## src/rtl/ifetch_buffer.sv

```systemverilog
// Fetch front end: owns fetch_pc, issues sequential reads to a synchronous
// instruction ROM and queues the returned {pc, instr} pairs for decode.
module ifetch_buffer #(
  parameter int unsigned DEPTH    = 4,
  parameter logic [31:0] RESET_PC = 32'h0000_3000
) (
  input  logic                       clk,
  input  logic                       reset,
  input  logic                       redirect_valid,
  input  logic [31:0]                redirect_pc,
  output logic                       imem_req,
  output logic [31:0]                imem_addr,
  input  logic [31:0]                imem_rdata,
  output logic                       dec_valid,
  output logic [31:0]                dec_pc,
  output logic [31:0]                dec_instr,
  input  logic                       dec_ready,
  output logic [$clog2(DEPTH):0]     count
);

  localparam int unsigned AW = $clog2(DEPTH);
  localparam int unsigned CW = AW + 1;
  localparam logic [CW:0] DEPTH_L = (CW+1)'(DEPTH);

  // Handshake: an entry moves to decode in any cycle where dec_valid and
  // dec_ready are both high; dec_valid never depends on dec_ready.

  logic [31:0]   fetch_pc;
  logic          req_q;
  logic [31:0]   pc_q;
  logic [AW-1:0] wr_ptr;
  logic [AW-1:0] rd_ptr;
  logic [CW-1:0] count_q;
  logic [31:0]   pc_mem    [DEPTH];
  logic [31:0]   instr_mem [DEPTH];

  logic          push;
  logic          pop;
  logic [CW:0]   credit;

  // Occupancy plus the in-flight response must stay below DEPTH, so every
  // returning word is guaranteed a free slot.
  assign credit   = {1'b0, count_q} + {{CW{1'b0}}, req_q};
  assign imem_req = !reset && !redirect_valid && (credit < DEPTH_L);
  assign imem_addr = fetch_pc;

  assign push = req_q;
  assign pop  = dec_valid && dec_ready;

  assign dec_valid = (count_q != '0);
  assign dec_pc    = dec_valid ? pc_mem[rd_ptr]    : 32'h0;
  assign dec_instr = dec_valid ? instr_mem[rd_ptr] : 32'h0;
  assign count     = count_q;

  always_ff @(posedge clk) begin
    if (reset) begin
      fetch_pc <= RESET_PC;
      req_q    <= 1'b0;
      pc_q     <= 32'h0;
      wr_ptr   <= '0;
      rd_ptr   <= '0;
      count_q  <= '0;
    end else if (redirect_valid) begin
      // The response landing this cycle belongs to the old path and is dropped.
      fetch_pc <= {redirect_pc[31:2], 2'b00};
      req_q    <= 1'b0;
      wr_ptr   <= '0;
      rd_ptr   <= '0;
      count_q  <= '0;
    end else begin
      if (imem_req) begin
        fetch_pc <= fetch_pc + 32'd4;
        req_q    <= 1'b1;
        pc_q     <= fetch_pc;
      end else begin
        req_q    <= 1'b0;
      end
      if (push) begin
        wr_ptr <= wr_ptr + 1'b1;
      end
      if (pop) begin
        rd_ptr <= rd_ptr + 1'b1;
      end
      if (push && !pop) begin
        count_q <= count_q + 1'b1;
      end else if (!push && pop) begin
        count_q <= count_q - 1'b1;
      end
    end
  end

  always_ff @(posedge clk) begin
    if (!reset && !redirect_valid && push) begin
      pc_mem[wr_ptr]    <= pc_q;
      instr_mem[wr_ptr] <= imem_rdata;
    end
  end

endmodule

```

## config.mk

```make
export PLATFORM = sky130hd
export DESIGN_NAME = ifetch_buffer
export DESIGN_NICKNAME = d
export VERILOG_FILES = /design/src/rtl/ifetch_buffer.sv
export SDC_FILE = /design/constraint.sdc
export NUM_CORES = 1
export LEC_CHECK = 0
export CAP_MARGIN = 20
export CORE_MARGIN = 4
export CORE_UTILIZATION = 49
export DETAILED_ROUTE_END_ITERATION = 10
export PLACE_DENSITY = 0.87
export SETUP_SLACK_MARGIN = 0.4
export SLEW_MARGIN = 20
export SYNTH_ARGS = -nofsm -noshare
export SYNTH_HDL_FRONTEND = slang
export SYNTH_SLANG_ARGS = --single-unit
```

## constraint.sdc

```tcl
create_clock -name clk -period 3.1 [get_ports clk]
set_clock_uncertainty 0.2 [all_clocks]
set_input_delay 0.775 -clock clk [delete_from_list [all_inputs] [get_ports clk]]
set_output_delay 0.775 -clock clk [all_outputs]
set_load 0.01 [all_outputs]
```

# Word level (Yosys, flattened, before mapping)
# Memories as Yosys holds them, arrays and structs flattened. A register that Yosys moved wholly into a read port is not among the register bits.
# Cells that the tools add are included.
# op_classes
add_sub_neg	6
n_reduce_logical	15
muxes	13
magnitude_cmp	1
n_bitwise	1
# ops
op	n
$mux 32	4
$add 32x3->32 const B	1
$mux 2	4
$logic_and 1x1->1	6
$mux 3	2
$add 2x1->2 const B	2
$add 3x1->4	1
$logic_not 1->1	4
$lt 4x3->1 const B	1
$reduce_bool 2->1	2
$add 3x1->3 const B	1
$mux 1	3
$reduce_bool 3->1	1
$sub 3x1->3 const B	1
$reduce_and 2->1	1
$reduce_or 2->1	1
$not 1->1	1
# word_totals
mem_count	2
ramBits	256
regBits	72
elab_cells	45
# memory_table
name	depth	word_bits	read_ports	rd_clocked_by_memory_dff	write_ports	line	rtl
instr_mem	4	32	1	1	1	35	logic [31:0] instr_mem [DEPTH];
pc_mem	4	32	1	1	1	34	logic [31:0] pc_mem [DEPTH];

# Logic depth before layout (Yosys ltp)
# Gate-level depths: netlist of run 1.
# depth
depth_word	5
ltp_mapped	10
mapped_depth_nobuf	8

# Worst setup path before layout of run 1
# OpenSTA, ideal clock, no wires.
# synth_path
kind	input to register
start	input redirect_valid
end	memory instr_mem[0][0] (enable)
path_stages	3
t_required_ps	2473
n_path_buf	1
setup_slack_ps	-225
setup_ps	427
arrival_time_ps	2698
cell_sequence	buf_6 nor2_1 and3_1
# synth_between
elab_chain_cells	5
# synth_lines
element	line	rtl
start: declaration	9	input logic redirect_valid,
$logic_not 1->1	93	if (!reset && !redirect_valid && push) begin
$logic_and 1x1->1 (2 in series)	93	
$mux 1	93	
$mux 1 (implied by the code)	95	instr_mem[wr_ptr] <= imem_rdata;
end: declaration	35	
# Every way passes these cells.

==> results.md, run 1 <==
Outcome:
- The flow ran to the end, but the final reports show violations.
- The checks that failed: negative setup slack.

GRT:
- In the global route stage, met2 resource usage came out at 32.1%.
- The via count of the first global-routing pass is 7929.
- The met3 capacity usage during global routing is 3.59%.
- The met1 track demand over resource is 28.5%.
- The total overflow reported by the global router is 0.
- The global router's overall resource usage is 19.9%.
- The initial antenna violation count was 0.
- Entering global routing, the biggest net connects 58 pins.
- The first global-routing pass estimated 44.6 mm of wire.
- In this run the most used layer during global routing was met2.

Die:
- The area of the die is 28200 µm².
- For this configuration, the core starts out at a cell density of 49.8%.
- In this run the vertical extent of the chip is 168 µm.
- The floorplan has 58 rows.
- The number of top-level design ports is 169.
- The chip width is 168 µm.
- In this run the standard cell core region covers 25200 µm².

Clocking:
- CTS built an H-tree with a depth of 1.
- The buffer cell driving the clock tree root is sky130_fd_sc_hd__clkbuf_16.
- Counting every sink on the clock net gives 318.
- The clock-pin slew on the worst setup and hold paths is 60 ps.
- In this run the deepest clock path goes through 3 buffers.
- The clock insertion delay at the later pin of the skew report is 550 ps.
- The number of clock buffers added by TritonCTS is 31.
- The TritonCTS clock tree is yes.
- In this run, post-CTS hold repair placed 0 buffers.

Setup path:
- The nature of the critical path endpoint is an output port.
- The cell depth of the worst flop-to-flop path is 9.
- For this design, the slowest cell found on the critical path is sky130_fd_sc_hd__mux4_2.
- The worst register-to-register path ends at count[2].
- The type of the setup path with the least slack is reg -> out.
- STA classifies the critical path startpoint as a flip-flop.
- For the worst setup path, the data required time is 2120 ps.
- Data on the critical path arrives at its endpoint at 2150 ps.
- Across all register-to-register paths, the minimum setup slack is 530 ps.
- The maximum fanout along the worst path is 4.
- Walking the worst path, the cells encountered are buf_12 > buf_12 > buf_16 > buf_6 > mux4_2 > and2_4 > buf_6.
- In this design, the stage delay of the slowest critical-path cell is 490 ps.
- The worst reg2reg path startpoint is count[1].
- The critical path endpoint is dec_pc[20].

Min path:
- The path class of the tightest hold or removal check is reg -> reg.
- The worst hold path begins at imem_addr[27].

Synth:
- The synthesized netlist contains 48 unique library cells.
- The average footprint of a synthesized cell is 15.7 µm².
- For this run, the leading register cell type out of synthesis is sky130_fd_sc_hd__edfxtp_1.
- The fraction of the yosys area taken by sequential cells is 70.5%.
- The area share of the largest cell type after synthesis is 59.3%.
- By area the synthesized netlist is led by sky130_fd_sc_hd__edfxtp_1 59%, sky130_fd_sc_hd__dfxtp_1 11%, sky130_fd_sc_hd__mux4_2 11%, sky130_fd_sc_hd__and2_1 3.2%, sky130_fd_sc_hd__nand2_1 2.6%.
- The number of warnings printed during yosys synthesis is 0.
- The cell count after synthesis came out at 798.
- The most repeated cell in the gate-level netlist after synthesis is sky130_fd_sc_hd__edfxtp_1.
- Yosys mapped a number of flops with a built-in enable equal to 248.
- The post-synth design cell area is 12600 µm².
- The biggest area contributor in the post-synthesis netlist is sky130_fd_sc_hd__edfxtp_1.
- Of all flip-flops after synthesis, the portion carrying an async set or reset was 0%.
- The number of synthesized register bits is 318.
- By count the netlist is led by 248 x sky130_fd_sc_hd__edfxtp_1, 88 x sky130_fd_sc_hd__nand2_1, 70 x sky130_fd_sc_hd__dfxtp_1, 64 x sky130_fd_sc_hd__and2_1, 62 x sky130_fd_sc_hd__mux4_2.

Routing:
- The count of vias placed by the detailed router is 7680.
- The DRC marker count from the first detailed-route iteration is 599.
- The total wire length after detailed routing is 28.3 mm.
- The detail-routed via count per cell is 5.62.
- Before antenna repair, the detailed router went through 5 iterations.
- Dividing the detail-routed wire length by the instance count gives 20.7 µm.
- The number of design rule violations left after detail routing is 0.
- The remaining antenna violation count after routing is 0.

Placement:
- The detailed placer's ending HPWL is 17.3 mm.
- The congestion estimate from routability-driven global placement came to 0.881.
- The placed standard-cell area is 14900 µm².
- The count of buffers added on input and output ports is 162.

STA:
- The worst-margin pin slew is 597 ps.
- The worst path in the final design needs a cycle of 3130 ps, including I/O delays and setup.
- Setup violations remaining at the end of the flow were counted as 1.
- The worst slew margin relative to its limit is 60.2%.
- The slack of the critical path is -25.7 ps.
- Based on the critical path, the design can be clocked at up to 0.320 GHz.
- The final hold violation count is 0.
- On the final layout, the worst hold slack is 299 ps.
- In the finished design, the share of the clock period the worst path needs comes to 101%.
- The setup TNS is -25.7 ps.
- Setup repair after global routing could not meet its margin everywhere.
- The count of pins over their slew limit is 0.

Layout:
- The core utilization of the finished layout is 66.2%.
- With fillers left out, the area of the finished cells amounts to 16700 µm².
- The synthesis-to-layout area growth is 32.7%.
- The post-route netlist has 31.7% of its cells at a drive strength greater than 1.
- At the end of the flow, the number of nets in the layout was 1088.
- The number of antenna diodes is 0.

Pwr:
- The net switching power of the design is 2.08 mW.
- Power comes to 9.63 mW.
- The leakage dissipation is 5.77 nW.
- The worst voltage drop across the vdd grid is 0.000489 V.
- Per report_power, the clock group accounts for 41.0% of the total.
- The proportion of power drawn by combinational gates is 10.2%.
- The power per cell area is 578 nW/µm².
- The switching share of total power is 21.6%.
- In this run, flip-flops and latches consume 48.9% of the power.
- Cell internal power was estimated by the tool at 7.55 mW.

Run:
- The tool flagged a number of max-cap violations equal to 0.
## flip-flops by register name, summed over array words and instances (netlist names), named ones only
name	count
push	1
pc_q	30
wr_ptr	2
imem_addr	30
instr_mem	128
pc_mem	120
count	3
rd_ptr	2
## cell usage in the layout, fill, tap and decap left out, types with 25 or more instances in the layout
master / n
sky130_fd_sc_hd__buf_6: 61
sky130_fd_sc_hd__and2_4: 53
sky130_fd_sc_hd__nor2_1: 25
sky130_fd_sc_hd__buf_12: 25
sky130_fd_sc_hd__a21oi_1: 45
sky130_fd_sc_hd__dfxtp_1: 63
sky130_fd_sc_hd__edfxtp_1: 248
sky130_fd_sc_hd__nand2_1: 88
sky130_fd_sc_hd__clkbuf_16: 36
sky130_fd_sc_hd__mux4_2: 62
sky130_fd_sc_hd__clkdlybuf4s50_1: 96
## critical path: cells and delay by family, from the launching register on
kind	cells	cell delay, ps
buf+inv	5	570
mux	1	490
flops	1	370
simple gates	1	150
## kinds of logic (layout without fill, tap and decap cells)
kind of cell	after synthesis	after routing	share of synthesized area [%]
AOI/OAI and AO/OA	97	97	4.79
other	1	4	0.0299
muxes	67	67	11.6
DFF	318	318	70.5
adders and majority gates	7	7	0.758
and+or+nand+nor	239	239	9.66
xor gates and xnor gates	7	7	0.488
buffers and inverters	62	298	2.22
## per-stage QoR
| stage | instances | worst slack, ps |
|---|---|---|
| 2_1_floorplan | 801 | 136 |
| 3_3_place_gp | 1283 | -263 |
| 3_5_place_dp | 1283 | -261 |
| 4_1_cts | 1366 | -43.1 |
| 5_1_grt | 1367 | -93.6 |
| 6_report | 1367 | -25.7 |
## power by group through the flow
stage,Sequential (mW),Combinational (mW),Clock (mW)
2_1_floorplan,4.79,0.364,0
3_3_place_gp,4.79,0.813,0
3_5_place_dp,4.80,0.825,0
4_1_cts,4.71,0.916,4.02
5_1_grt,4.71,1.05,4.21
6_report,4.71,0.978,3.94
## area by class of cell
class	instances	area (µm²)
flip-flops and latches	318	8860
fillers	1677	8520
multi-input cells	421	3600
repair buffers	227	2610
clock buffers	41	960
well taps	330	413
clock inverters	16	155
inverters	14	57.6
## what timing repair did
item,in CTS,in global routing
setup buffers,19,1
setup endpoints to repair,65,71
gates cloned,7,0
resized for setup,357,50
pin swaps,37,2
## how the worst min path moves through the flow
stage               endpoint  slack (ps)  depth (start not counted)
6_report            pc_q[27]         300                          2
2_1_floorplan  pc_mem[0][10]         260                          0
3_3_place_gp        pc_q[30]         280                          2
4_1_cts             pc_q[27]         300                          2
3_5_place_dp        pc_q[27]         290                          2
5_1_grt             pc_q[17]         330                          2
## routing by layer
metal	share of wire, %	wire length [µm]
met1	43	12100
met2	48	13600
met3	7.4	2100
met4	1.8	522
met5	0	0
Note: power is estimated with default switching activity, not from simulation.
==> run 2: changes to the inputs <==
--- a/config.mk
+++ b/config.mk
@@ -5,12 +5,13 @@
 export SDC_FILE = /design/constraint.sdc
 export NUM_CORES = 1
 export LEC_CHECK = 0
-export CAP_MARGIN = 20
+export CAP_MARGIN = 0
 export CORE_MARGIN = 4
 export CORE_UTILIZATION = 49
 export DETAILED_ROUTE_END_ITERATION = 10
 export PLACE_DENSITY = 0.87
 export SETUP_SLACK_MARGIN = 0.4
+export SKIP_LAST_GASP = 1
 export SLEW_MARGIN = 20
 export SYNTH_ARGS = -nofsm -noshare
 export SYNTH_HDL_FRONTEND = slang
==> results.md, run 2 (synthesis gave the netlist of run 1 again) <==
Routing:
- The DRC marker count from the first detailed-route iteration is 655.
- The detail route stage leaves a number of antenna-violating nets equal to 0.
- The total wire length after detailed routing is 28.3 mm.
- The number of optimization iterations in the first detailed-route pass is 5.
- After detailed routing, the number of remaining DRC violations is 0.
- Using the TritonRoute via totals, the vias-per-cell ratio works out to 5.62.
- The count of vias placed by the detailed router is 7678.
- After detailed routing, the average wire length per cell comes to 20.7 µm.

STA:
- The routed design could run at a clock period as short as 3120 ps.
- The highest clock frequency the design can meet is 0.320 GHz.
- Setup violations remaining at the end of the flow were counted as 1.
- The count of pins over their slew limit came to 0.
- At the pin with the least slew margin, the transition time is 603 ps.
- The final hold violation count is 0.
- In the finished design, the share of the clock period the worst path needs comes to 101%.
- Measured against its own limit, the worst slew margin works out to 59.8%.
- The setup TNS is -23.6 ps.
- Setup repair after global routing could not meet its margin everywhere.
- The slack of the critical path is -23.6 ps.
- Final hold analysis gives a worst-case slack of 301 ps.

Outcome:
- The checks that failed: negative setup slack.
- The flow ran to the end, but the final reports show violations.

Layout:
- The register with the most flip-flops in the layout has 128 of them.
- The number of nets in the finished design is 1088.
- The top cell types in the final layout, fill and taps aside, are 248 x sky130_fd_sc_hd__edfxtp_1, 96 x sky130_fd_sc_hd__clkdlybuf4s50_1, 88 x sky130_fd_sc_hd__nand2_1, 63 x sky130_fd_sc_hd__dfxtp_1, 62 x sky130_fd_sc_hd__mux4_2.
- The final-layout fill cell count is 1680.
- The repair_antennas step left the layout with diodes totalling 0.
- The synthesis-to-layout area growth is 32.7%.
- Cells with a size suffix above 1 make up 31.7% of the layout.
- In the final layout, the registers with the most flip-flops are instr_mem: 128 flops, pc_mem: 120 flops.
- The library cell used most frequently in the layout, excluding fill and tap cells, is sky130_fd_sc_hd__edfxtp_1.
- The register containing the most flip-flops in the final layout is instr_mem.
- After the flow finishes, the layout carries non-filler instances totaling 1367.

Die:
- The total area inside the core boundary comes to 25200 µm².
- In this run the horizontal extent of the chip is 168 µm.
- After floorplanning, the core was divided into 58 placement rows.
- The vertical die dimension is 168 µm.
- The floorplan step defined a die boundary enclosing 28200 µm².
- In this run the count of I/O pins placed on the die edge is 169.
- The effective utilization at floorplan is 49.8%.

Clocking:
- Clock-pin slew was measured on the worst setup and hold paths at 60 ps.
- Counting along the longest clock path gives a buffer depth of 3.
- TritonCTS built the clock tree.
- The buffer cell driving the clock tree root is sky130_fd_sc_hd__clkbuf_16.
- The total clock buffers created by CTS is 31.
- In this run the number of H-tree levels came out at 1.
- Counting every sink on the clock net gives 318.
- The later pin in the worst-skew pair is clocked with a latency of 560 ps.
- The number of hold-repair buffers added at the cts stage is 0.

Setup path:
- The cell depth of the worst flop-to-flop path is 9.
- The nature of the critical path endpoint is an output port.
- The worst reg2reg path endpoint is count[2].
- The buffers plus inverters on the worst setup path is 5.
- The type of the setup path with the least slack is reg -> out.
- The delay of the slowest cell on the worst path is 490 ps.
- Along the worst path, the maximum fanout reaches 4.
- The cell with the largest stage delay on the worst path is sky130_fd_sc_hd__mux4_2.
- The category of cells accounting for the largest share of critical-path delay is buffers and inverters.
- STA puts the critical path data arrival time at 2150 ps.
- For the worst setup path, the data required time is 2120 ps.
- STA classifies the critical path startpoint as a flip-flop.
- The register-to-register setup slack is 540 ps.
- Walking the worst path, the cells encountered are buf_12 > buf_12 > buf_16 > buf_6 > mux4_2 > and2_4 > buf_6.
- The worst register-to-register path begins at count[1].

Min path:
- The start point of the worst min-delay path is imem_addr[27].
- The path type of the worst min-delay path is reg -> reg.
- Counting instances, the worst hold path has a depth of 2.
- The endpoint with the worst hold slack is pc_q[27].

Run:
- The tool flagged a number of max-cap violations equal to 0.

GRT:
- The layer with the highest usage after global routing is met2.
- The met2 global-route usage is 31.8%.
- The largest net degree at the start of global routing is 58.
- The total overflow reported by the global router is 0.
- The initial antenna violation count is 0.
- The global router's overall resource usage is 19.8%.
- Global routing consumed, on the met1 layer, 28.6% of the routing resources.
- For met3 alone, demand over resource in global routing was 3.59%.
- The first global-routing pass estimated 44.5 mm of wire.
- The via count of the first global-routing pass is 7918.

Pwr:
- Across the VDD grid, the largest voltage drop is 0.000487 V.
- The power per cell area is 579 nW/µm².
- The leakage dissipation is 5.77 nW.

Placement:
- The final RePlAce weighted congestion is 0.881.
- The quantity of I/O buffers inserted on ports is 162.
- The placed instance count is 1283.
- The detailed placer's ending HPWL is 17.3 mm.
[run 2: cell count changes in the layout (fill, tap and decap cells not counted), sizes merged]
cell | before | now
clkbuf | 41 | 42
clkdlybuf4s15 | 1 | 0
[run 2: power by group]
part	leakage (nW)	switching (mW)	internal (mW)	total [mW]
clock network	0.538	1.60	2.35	3.95
registers	2.97	0.0720	4.64	4.71
logic	2.27	0.417	0.558	0.976
total	5.77	2.08	7.55	9.63
[run 2: worst reg2reg max path: cells and delay by family (launching register included)]
| family | cells | cell delay (ps) |
|---|---|---|
| AOI/OAI and AO/OA | 1 | 150 |
| xor gates and xnor gates | 1 | 150 |
| adders and majority gates | 2 | 570 |
| buffers and inverters | 2 | 240 |
| DFF | 1 | 350 |
| and+or+nand+nor | 3 | 820 |
[run 2: per-stage QoR]
step           setup WS [ps]  util [%]  cell area (µm²)  power (mW)
3_5_place_dp            -261      59.2            14900        5.62
5_1_grt                -93.4      66.1            16700        9.98
4_1_cts                -43.1      65.2            16400        9.63
2_1_floorplan            136         -            12600        5.15
6_report               -23.6      66.1            16700        9.63
3_3_place_gp            -263      59.2            14900        5.61
[run 2: final cells by class]
cell class / instances / area (µm²) / share of cell area (%)
clock inverters: 16 / 155 / 0.932
repair buffers: 227 / 2600 / 15.6
flip-flops and latches: 318 / 8860 / 53.2
inverters: 14 / 57.6 / 0.346
multi-input cells: 421 / 3600 / 21.6
well taps: 330 / 413 / 2.48
clock buffers: 41 / 960 / 5.76
[run 2: how the worst max path moves through the flow]
stage / startpoint / end / slack [ps] / cells after the start
finish: flip-flop / dec_pc[20] / -20 / 7
global route: flip-flop / dec_pc[20] / -90 / 7
CTS: flip-flop / dec_pc[20] / -40 / 7
detailed placement: redirect_valid / imem_req / -260 / 5
global placement: redirect_valid / imem_req / -260 / 5
floorplan: redirect_valid / imem_req / 140 / 8
[run 2: layer usage]
layer	share of wire, %	vias up
met5	0	-
met1	42	3747
li1	-	3493
met4	1.8	0
met2	48	399
met3	8.2	39
[run 2: what timing repair did]
item / in CTS / in global routing
setup buffers: 19 / 1
endpoints found under the hold margin: 0 / 0
setup endpoints to repair: 65 / 71
resized for setup: 351 / 55
pin swaps: 36 / 2
gates cloned: 7 / 0
==> run 3: changes to the inputs <==
--- a/config.mk
+++ b/config.mk
@@ -7,8 +7,9 @@
 export LEC_CHECK = 0
 export CAP_MARGIN = 0
 export CORE_MARGIN = 4
-export CORE_UTILIZATION = 49
+export CORE_UTILIZATION = 57
 export DETAILED_ROUTE_END_ITERATION = 10
+export DONT_BUFFER_PORTS = 1
 export PLACE_DENSITY = 0.87
 export SETUP_SLACK_MARGIN = 0.4
 export SKIP_LAST_GASP = 1
==> results.md, run 3 (synthesis gave the netlist of run 1 again) <==
Layout:
- The top cell types in the final layout, fill and taps aside, are 248 x sky130_fd_sc_hd__edfxtp_1, 88 x sky130_fd_sc_hd__nand2_1, 64 x sky130_fd_sc_hd__dfxtp_1, 62 x sky130_fd_sc_hd__mux4_2, 62 x sky130_fd_sc_hd__and2_4.
- The largest registers in the layout are instr_mem: 128 flops, pc_mem: 120 flops.
- The register containing the most flip-flops in the final layout is instr_mem.
- The register with the most flip-flops in the layout has 128 of them.
- For this run, the post-layout net count is 900.
- The final-layout fill cell count is 1414.
- The synthesis-to-layout area growth is 16.1%.
- Leaving out fill and tap cells, the most frequent cell in the layout is sky130_fd_sc_hd__edfxtp_1.
- The number of antenna diodes is 0.
- Of the cells placed in the final design, the portion with a size suffix greater than 1 is 28.5%.

Clocking:
- The number of clock buffers added by TritonCTS is 30.
- For the worst-skew pair, the clock arrives at the later sink with an insertion delay of 540 ps.
- The number of hold-repair buffers added at the cts stage is 0.
- In this run the deepest clock path goes through 3 buffers.
- The sink count of the clock tree is 318.
- The buffer cell driving the clock tree root is sky130_fd_sc_hd__clkbuf_16.
- TritonCTS built the clock tree.
- Clock-pin slew was measured on the worst setup and hold paths at 70 ps.
- The number of levels in the clock H-tree is 1.

Setup path:
- The worst setup path is captured at an output port.
- The type of the setup path with the least slack is reg -> out.
- The worst setup path is launched from a flip-flop.
- For the worst setup path, the data required time is 2120 ps.
- The maximum fanout along the worst path is 5.
- The worst endpoint data arrival time is 1950 ps.

Die:
- In this run the core area contains 54 standard-cell rows.
- For this design the top-level I/O count stands at 169.
- The area of the die is 24500 µm².
- The total core area is 21800 µm².
- The effective utilization at floorplan is 57.7%.
- The chip width is 156 µm.
- The vertical die dimension is 156 µm.

GRT:
- Summed over all layers, the global routing overflow is 0.
- Global routing used 21.3% of the available tracks.
- The via count of the first global-routing pass is 7016.
- The global-route wire length before repair is 40.1 mm.
- The largest net degree at the start of global routing is 61.
- The initial antenna violation count was 0.

Outcome:
- The run finished with clean final reports.

Placement:
- The detailed placer's ending HPWL is 15.4 mm.
- The final RePlAce weighted congestion is 0.865.
- The count of buffers added on input and output ports is 0.

Pwr:
- The internal power of the cells totals 7.08 mW.
- VDD sags by at most 0.000374 V.
- The switching share of total power is 21.1%.
- In this run the static leakage power is 4.86 nW.
- The share of total power dissipated in the clock network is 40.7%.
- Power spread over the standard cell area amounts to 616 nW/µm².
- After layout, the design draws a total of 8.97 mW.
- The net switching power of the design is 1.89 mW.
- The share of total power dissipated in sequential elements is 52.7%.
- In this run, the combinational gates consume 6.6% of the power.

Run:
- The max-capacitance violation count is 0.

Routing:
- The first routing iteration left 533 violations.
- The detail-routed via count per cell is 6.05.
- The count of nets left with antenna violations once routing finished came out at 0.
- Before antenna repair, the detailed router went through 4 iterations.
- Dividing the detail-routed wire length by the instance count gives 23.1 µm.
- The count of vias placed by the detailed router is 6836.
- Summed over all layers, the routed wires come to 26.1 mm.
- After detailed routing, the number of remaining DRC violations is 0.

STA:
- The post-route fraction of the period consumed by the critical path is 94.4%.
- Setup repair after global routing could not meet its margin everywhere.
- The highest clock frequency the design can meet is 0.342 GHz.
- The tightest hold path in the finished design has a slack of 98.7 ps.
- Adding up every negative setup slack in the final design gives 0 ps.
- Setup violations remaining at the end of the flow were counted as 0.
- The worst slew margin relative to its limit is 58.6%.
- The final hold violation count is 0.
- The clock period could shrink to 2930 ps.
- The count of pins over their slew limit is 0.
- For the pin with the worst max-slew slack, the measured transition is 619 ps.

Min path:
- In this run the worst hold path is classified as in -> reg.
==> run 3: cell types whose count changed in the layout (fill, tap and decap cells not counted), sizes merged <==
cell / before / now
clkbuf: 42 / 45
buf: 130 / 37
bufinv: 2 / 0
clkinvlp: 5 / 2
clkinv: 7 / 11
clkdlybuf4s50: 96 / 0
inv: 16 / 15
==> run 3: layout make-up <==
class | count | area, µm² | area share (%)
flip-flops and latches | 318 | 8870 | 60.8
multi-input cells | 421 | 3620 | 24.9
clock buffers | 44 | 960 | 6.58
repair buffers | 38 | 627 | 4.30
well taps | 280 | 350 | 2.40
clock inverters | 12 | 71.3 | 0.489
inverters | 14 | 65.1 | 0.446
repair inverters | 2 | 10.0 | 0.0687
==> run 3: critical path: stages (launching register included) <==
cell                        delay, ps
sky130_fd_sc_hd__dfxtp_4          410
sky130_fd_sc_hd__buf_12           160
sky130_fd_sc_hd__clkbuf_16        170
sky130_fd_sc_hd__mux4_2           490
sky130_fd_sc_hd__and2_4           180
==> run 3: final timing paths <==
kind                                     from  cells after the start       endpoint  slack (ps)
worst max-delay path                flip-flop                      4  dec_instr[16]         170
worst min-delay path                    reset                      1  imem_addr[14]         100
worst min register to register       pc_q[28]                      2       pc_q[28]         290
worst max register to register  imem_addr[12]                      5  imem_addr[28]         570
==> run 3: layer usage <==
layer  track usage [%]  wire, µm
met2              35.6     13000
met3              5.48      2070
met1              28.6     10600
met4              4.50       410
met5                 0         0
==> run 3: power by group through the flow <==
stage | sequential (mW) | combinational [mW] | clock (mW)
after floorplan | 4.79 | 0.364 | 0
after detailed placement | 4.81 | 0.428 | 0
final | 4.72 | 0.596 | 3.65
after global routing | 4.73 | 0.642 | 3.95
after CTS | 4.72 | 0.594 | 3.73
after global placement | 4.81 | 0.416 | 0
==> run 3: stage by stage <==
step	util (%)	setup slack (ps)	cell area, µm²	instances
2_1_floorplan	-	136	12600	801
3_3_place_gp	59.6	357	13000	1055
3_5_place_dp	59.6	337	13000	1055
4_1_cts	66.7	125	14500	1126
5_1_grt	67.0	106	14600	1129
6_report	67.0	172	14600	1129
==> run 3: timing repair <==
item	4_1_cts	5_1_grt
pin swaps	16	5
setup endpoints to repair	64	63
setup buffers	5	2
gates resized for setup	86	5
gates cloned	10	1
